`src/rtl/fetch_ctrl.sv`:
```
// Instruction-fetch sequencer: drives the pc load port and a single-outstanding imem read.
// Optional ack watchdog with sticky FetchFault is enabled by defining FETCH_TIMEOUT_EN.
module fetch_ctrl #(
    parameter logic [31:0] RESET_PC = 32'h0000_0000,
    parameter int unsigned TIMEOUT  = 16
) (
    input  logic        Clk,
    input  logic        Reset,
    input  logic [31:0] Pc,
    output logic [31:0] PcData,
    output logic        PcLdEn,
    output logic        ImemReq,
    output logic [31:0] ImemAddr,
    input  logic        ImemAck,
    input  logic [31:0] ImemData,
    output logic [31:0] Instr,
    output logic        InstrValid,
    input  logic        Stall,
    input  logic        Redirect,
    input  logic [31:0] RedirectTarget
`ifdef FETCH_TIMEOUT_EN
    ,
    output logic        FetchFault
`endif
);

    typedef enum logic [1:0] {
        S_IDLE,
        S_FETCH,
        S_HOLD,
        S_DROP
    } state_t;

    state_t      state_q, state_d;
    logic [31:0] instr_q, instr_d;
    logic        valid_q, valid_d;
    logic [31:0] req_addr_q, req_addr_d;
    logic [31:0] redirect_pc;
    logic        timeout_hit;

    assign redirect_pc = {RedirectTarget[31:2], 2'b00};

    logic unused_tgt_bits;
    assign unused_tgt_bits = ^RedirectTarget[1:0];

`ifdef FETCH_TIMEOUT_EN
    localparam int CW = $clog2(TIMEOUT + 1);

    logic [CW-1:0] cnt_q, cnt_d;
    logic          fault_q, fault_d;
    logic          req_active;

    // Derived from state_q rather than ImemReq to keep this block off the FSM's combinational path.
    assign req_active = (state_q == S_FETCH) || (state_q == S_DROP);

    always_comb begin
        cnt_d       = cnt_q;
        fault_d     = fault_q;
        timeout_hit = 1'b0;
        if (req_active && !ImemAck) begin
            if (cnt_q == CW'(TIMEOUT - 1)) begin
                timeout_hit = 1'b1;
                fault_d     = 1'b1;
                cnt_d       = '0;
            end else if (state_q == S_FETCH && Redirect) begin
                cnt_d = '0;
            end else begin
                cnt_d = cnt_q + CW'(1);
            end
        end else begin
            cnt_d = '0;
        end
    end

    always_ff @(posedge Clk) begin
        if (Reset) begin
            cnt_q   <= '0;
            fault_q <= 1'b0;
        end else begin
            cnt_q   <= cnt_d;
            fault_q <= fault_d;
        end
    end

    assign FetchFault = fault_q;
`else
    logic unused_timeout;
    assign unused_timeout = (TIMEOUT != 0);
    assign timeout_hit    = 1'b0;
`endif

    always_comb begin
        state_d    = state_q;
        instr_d    = instr_q;
        valid_d    = valid_q;
        req_addr_d = req_addr_q;
        PcLdEn     = 1'b0;
        PcData     = RESET_PC;
        ImemReq    = 1'b0;
        ImemAddr   = Pc;
        if (!Reset) begin
            case (state_q)
                S_IDLE: begin
                    PcLdEn  = 1'b1;
                    state_d = S_FETCH;
                end
                S_FETCH: begin
                    ImemReq    = 1'b1;
                    req_addr_d = Pc;
                    if (Redirect) begin
                        PcLdEn  = 1'b1;
                        PcData  = redirect_pc;
                        valid_d = 1'b0;
                        state_d = ImemAck ? S_FETCH : S_DROP;
                    end else if (ImemAck) begin
                        instr_d = ImemData;
                        valid_d = 1'b1;
                        PcLdEn  = 1'b1;
                        PcData  = Pc + 32'd4;
                        state_d = S_HOLD;
                    end
                end
                S_HOLD: begin
                    if (Redirect) begin
                        PcLdEn  = 1'b1;
                        PcData  = redirect_pc;
                        valid_d = 1'b0;
                        state_d = S_FETCH;
                    end else if (!Stall) begin
                        valid_d = 1'b0;
                        state_d = S_FETCH;
                    end
                end
                S_DROP: begin
                    ImemReq  = 1'b1;
                    ImemAddr = req_addr_q;
                    if (Redirect) begin
                        PcLdEn  = 1'b1;
                        PcData  = redirect_pc;
                        valid_d = 1'b0;
                    end
                    // A coincident ack still retires the stale read, so never wait for a second one.
                    if (ImemAck) begin
                        state_d = S_FETCH;
                    end
                end
                default: state_d = S_IDLE;
            endcase
            if (timeout_hit) begin
                state_d = S_IDLE;
                valid_d = 1'b0;
                PcLdEn  = 1'b0;
                PcData  = RESET_PC;
            end
        end
    end

    always_ff @(posedge Clk) begin
        if (Reset) begin
            state_q    <= S_IDLE;
            instr_q    <= '0;
            valid_q    <= 1'b0;
            req_addr_q <= '0;
        end else begin
            state_q    <= state_d;
            instr_q    <= instr_d;
            valid_q    <= valid_d;
            req_addr_q <= req_addr_d;
        end
    end

    assign Instr      = instr_q;
    assign InstrValid = valid_q;

endmodule

```
`config.mk`:
```
export PLATFORM = sky130hd
export DESIGN_NAME = fetch_ctrl
export DESIGN_NICKNAME = d
export VERILOG_FILES = /design/src/rtl/fetch_ctrl.sv
export SDC_FILE = /design/constraint.sdc
export NUM_CORES = 1
export LEC_CHECK = 0
export BUFFER_PORTS_ARGS = -buffer_cell sky130_fd_sc_hd__buf_2
export CORE_UTILIZATION = 46
export CTS_BUF_LIST = sky130_fd_sc_hd__clkbuf_16
export CTS_CLUSTER_DIAMETER = 30
export DETAILED_ROUTE_END_ITERATION = 7
export HOLD_SLACK_MARGIN = 0.1
export PLACE_DENSITY = 0.85
export SLEW_MARGIN = 15
export SYNTH_ARGS = -nofsm -noshare
export SYNTH_HDL_FRONTEND = slang
export SYNTH_SLANG_ARGS = --single-unit
```
`constraint.sdc`:
```
create_clock -name Clk -period 2.9 [get_ports Clk]
set_input_delay 0.29 -clock Clk [delete_from_list [all_inputs] [get_ports Clk]]
set_output_delay 0.29 -clock Clk [all_outputs]
set_load 0.03 [all_outputs]
```
# --- Yosys cells after proc, flatten, opt, wreduce, memory -nomap -nowiden ---
# Index checks and enable logic that the tools add are counted.
op_classes:
  addsub: 1
  mul: 0
  n_div: 0
  magnitude_cmp: 0
  eq_ne: 7
  n_shift: 0
  n_mux: 27
  bitwise_logic: 1
  n_reduce_logical: 7
ops:
  columns: ["cell", "n"]
  rows:
  - ["$mux 32", 6]
  - ["$pmux 32 s2", 1]
  - ["$add 32x3->32 const B", 1]
  - ["$mux 2", 6]
  - ["$mux 1", 11]
  - ["$pmux 2 s4", 1]
  - ["$ne 3x3->1 const B", 2]
  - ["$pmux 1 s3", 2]
  - ["$reduce_and 3->1", 2]
  - ["$eq 2x2->1 const B", 2]
  - ["$ne 2x2->1 const B", 2]
  - ["$reduce_and 4->1", 1]
  - ["$reduce_or 2->1", 2]
  - ["$reduce_bool 3->1", 1]
  - ["$eq 2x1->1 const B", 1]
  - ["$logic_not 2->1", 1]
  - ["$not 1->1", 1]
totals:
  reg_bits: 67
  latch_bits: 0
  ram_bits: 0
  rom_bits: 0
  inputBits: 101
  word_cells: 47
  memories: 0

# --- Depth between registers and ports, before layout ---
logic_depth:
  depth_word: 5
  depth_mapped: 7
  ltp_nobuf: 5

# --- Worst setup path after synthesis ---
# OpenSTA, ideal clock, no wires.
synth_timing:
  path_type: "input port to output port"
  startpoint: "input Pc[10]"
  endpoint: "output PcData[26]"
  arrival_ns: 2.191
  t_required_ns: 2.610
  slack_ns: 0.419
  stages: 6
  path_buffers: 2
  path_cell_list: "clkbuf_1 nand4_1 or4_4 buf_6 or3_1 o211ai_1"
synth_via:
  elab_chain_len: 5
synth_rtl:
  columns: ["item", "line_no", "source"]
  rows:
  - ["start, declared", "9", "input logic [31:0] Pc,"]
  - ["$add 32x3->32", "119", "PcData = Pc + 32'd4;"]
  - ["$mux 32", "115", "end else if (ImemAck) begin"]
  - ["$mux 32", "110", "if (Redirect) begin"]
  - ["$pmux 32 s2", "102", "case (state_q)"]
  - ["$mux 32", "101", "if (!Reset) begin"]
  - ["end, declared", "10", "output logic [31:0] PcData,"]
# Every way passes these cells.

# --- Final worst setup path ---
layout_timing:
  startpoint: "register state_q[0]"
  endpoint: "output PcData[19]"
layout_via:
  elab_chain_len: 4
  word_cells_on_any_way: 6
layout_rtl:
  columns: ["item", "line_no", "source"]
  rows:
  - ["start, declared", "34", "state_t state_q, state_d;"]
  - ["start signal, assigned", "165", "state_q <= state_d;"]
  - ["$eq 2x2->1", "102", null]
  - ["$reduce_or 2->1 (no line)", null, null]
  - ["$pmux 32 s2 *", "102", null]
  - ["$mux 32 *", "101", null]
# Every way passes the cells marked *; elsewhere a longest branch is shown, timed or not.

==> metrics.md <==
| Metric | Value |
|---|---|
| Synth unique cells | 44 |
| Clk slew on worst S/H paths | approximately 0.060 ns |
| Top post-synthesis cells by count | nand2_1 (162), a21oi_1 (70), dfxtp_1 (67) |
| Hpwl dp | 8.85 mm |
| H-tree levels | 3 |
| Die Footprint | 8660 um2 |
| Mapped Nets | 625 |
| Ys Warns | 0 |
| Critical Path RT | 2.61 ns |
| Internal power | 1.98 mW |
| Clock power share | 0.452 |
| Least-Margin Pin Slew | between 0.7 and 0.8 ns |
| N_diodes | 0 |
| Reg-to-reg endpoint | req_addr_q[14] |
| Vias post-DR | between 4,000 and 5,000 |
| Final setup violating endpoints | 0 |
| DR DRC count | 0 |
| Tmin final | 2.79 ns |
| Ys flop type | dfxtp_1 |
| Largest net degree at the start of global routing | 70 |
| Setup Buffers After CTS | 0 |
| Yosys reg bits | 67 |
| Final Hold Vio Count | 0 |
| Post-synth EDFFs | 0 |
| Sink Count | 67 |
| Filler cells | 692 |
| Chip width | 93.1 um |
| Sw power | 777 uW |
| ANT nets after route | 0 |
| Area grow syn2layout | 36.2% |
| Power consumption | roughly 2.8 mW |
| Total Wirelength | 12.2 mm |
| Die Ht | 93.1 um |
| Async SR Flop Fraction | 0 |
| Initial antenna violation count | 0 |
| Fin. max-slew vios | 0 |
| Clock Tree Root | clkbuf_16 |
| Crit path DAT | ~2.5 ns |
| Static Leak | 2.32 nW |
| Vias per cell | 5.53 |
| Clock latency at the later pin of the worst-skew pair | 0.32 ns |
| IO buf count | 197 |
| Origin of the critical flop-to-flop path | state_q[0] |
| Net Sw Frac | 0.281 |
| Initial Util | 0.484 |
| Vias in the first global route | 4,116 |
| Synthesized cell area | between 3000 and 4000 um2 |
| Max Freq | 359 MHz |
| Fin nets | 804 |
| Crit path kind | reg -> out |
| Critical Path Sink Type | output pin |
| Crit-path max FO | 15 |
| Setup TNS | 0 ns |
| Reg2Reg Depth | 4 |
| First-pass GRT wire length | 18.9 mm |
| Core Rows | 32 |
| Total of max-cap violations | 0 |
| Average size of a mapped cell | roughly 7.3 um2 |
| Slew headroom | 0.513 |
| I/O Pins | 200 |
| Dominant cells by area after synthesis | dfxtp_1 (35%), nand2_1 (16%), mux2_2 (9.4%) |
| GRT Overall Usage | 0.275 |
| GRT overflow | 0 |
| RSZ-0062 raised after global routing | no |
| Detailed Route Iter0 Violations | about 170 |
| Synth area leader | dfxtp_1 |
| Power per cell area | ~530 nW/um2 |
| Status | finished, final reports clean |
| Clock Path Buffers | 2 |
| Fin crit share | 0.961 |
| Hold Path End | Instr[6] |
| DRT Pass-1 Iters | 4 |
| Cts bufs inserted | 9 |
| Layout cells sized above 1 | 0.374 |
| Worst VDD drop | 0.000413 V |
| Synthesized instance count | 523 |
| Clk_skew | 0.00679 ns |
| CTS tree | built |
| Post-cts sizing count | 0 |
| Most common cell in the synthesized netlist | nand2_1 |
| R2r setup slk | 1.05 ns |
| Top-area cell type share of the netlist area | 0.352 |
| Min-Delay Path Class | in -> reg |
| Combinational share of power | 0.188 |
| Reg power frac | 0.360 |
| Hold path depth | 3 |
| Wire per inst | between 15 and 20 um |
| Seq/Total Area, Yosys | 0.352 |
| Core ar. | 7890 um2 |
| CTS Hold Bufs | 0 |
| Placer congestion estimate | ~0.81 |
| Setup crit start kind | flip-flop |
| HP Start | ImemData[6] |
[placed cells by master, fill, tap and decap left out, drive strengths merged, types with 11 or more instances in the layout]
master,n
or4,12
nand4,11
nand2,162
mux2,32
nor2,15
nand3,25
o211ai,14
buf,208
a21oi,70
dfxtp,67
[worst max path at each step]
| stage | startpoint | endpoint | slack (ns) |
|---|---|---|---|
| floorplan | Pc[10] | PcData[26] | 0.42 |
| global placement | Pc[2] | PcData[16] | 0.45 |
| detailed placement | Pc[2] | PcData[16] | 0.41 |
| CTS | state_q[0] | PcData[19] | 0.14 |
| global route | state_q[0] | PcData[19] | 0.0005 |
| finish | state_q[0] | PcData[19] | 0.11 |
[state kept, by name (all words and copies together), names as in the netlist]
signal      count
Instr          32
InstrValid      1
req_addr_q     32
state_q         2
[metal layers]
metal  vias to the layer above  global-route usage  wire [um]
li1                       2181                   -          -
met2                       204               0.491       5930
met1                      2058               0.320       5090
met5                         -                   0          0
met4                         0               0.104        214
met3                        22              0.0618        977
[metrics by stage]
| step | utilization | hold WS, ns | setup WS (ns) | std cells | instance area, um2 |
|---|---|---|---|---|---|
| 3_5_place_dp | 0.615 | 0.444 | 0.405 | 793 | 4850 |
| 6_report | 0.658 | 0.204 | 0.114 | 808 | 5190 |
| 5_1_grt | 0.658 | 0.202 | 0.000549 | 808 | 5190 |
| 3_3_place_gp | 0.615 | 0.439 | 0.451 | 793 | 4850 |
| 4_1_cts | 0.658 | 0.197 | 0.142 | 808 | 5190 |
| 2_1_floorplan | - | 0.426 | 0.419 | 523 | 3810 |
[critical path: stages, from the launching register on]
cell	delay, ns
dfxtp_1	0.51
and4bb_2	0.29
nand2b_1	0.30
or4_2	0.73
nand3_1	0.12
buf_2	0.21
[power by group through the flow]
stage	clock network (mW)	logic (mW)	registers, mW
2_1_floorplan	0	0.295	1.03
3_3_place_gp	0	0.504	1.01
3_5_place_dp	0	0.515	1.01
4_1_cts	1.26	0.517	0.993
5_1_grt	1.30	0.561	0.999
6_report	1.25	0.519	0.994
[cell type report]
cell class,instances,area (um2),area share
multi-input combinational,413,2300,0.444
sequential,67,1340,0.258
timing repair buffer,208,1070,0.206
clock buffer,9,225,0.0434
tap,102,128,0.0246
clock inverter,6,115,0.0222
inverter,3,11.3,0.00217
[cells by family after synthesis]
family / count (synthesis) / share of synthesized area
AOI/OAI and AO/OA: 110 / 0.167
xor gates and xnor gates: 9 / 0.0207
adders and majority gates: 1 / 0.00328
buffers and inverters: 43 / 0.0449
DFF: 67 / 0.352
muxes: 33 / 0.0971
and+or+nand+nor: 260 / 0.315
Power figures use the tool's default switching activity.
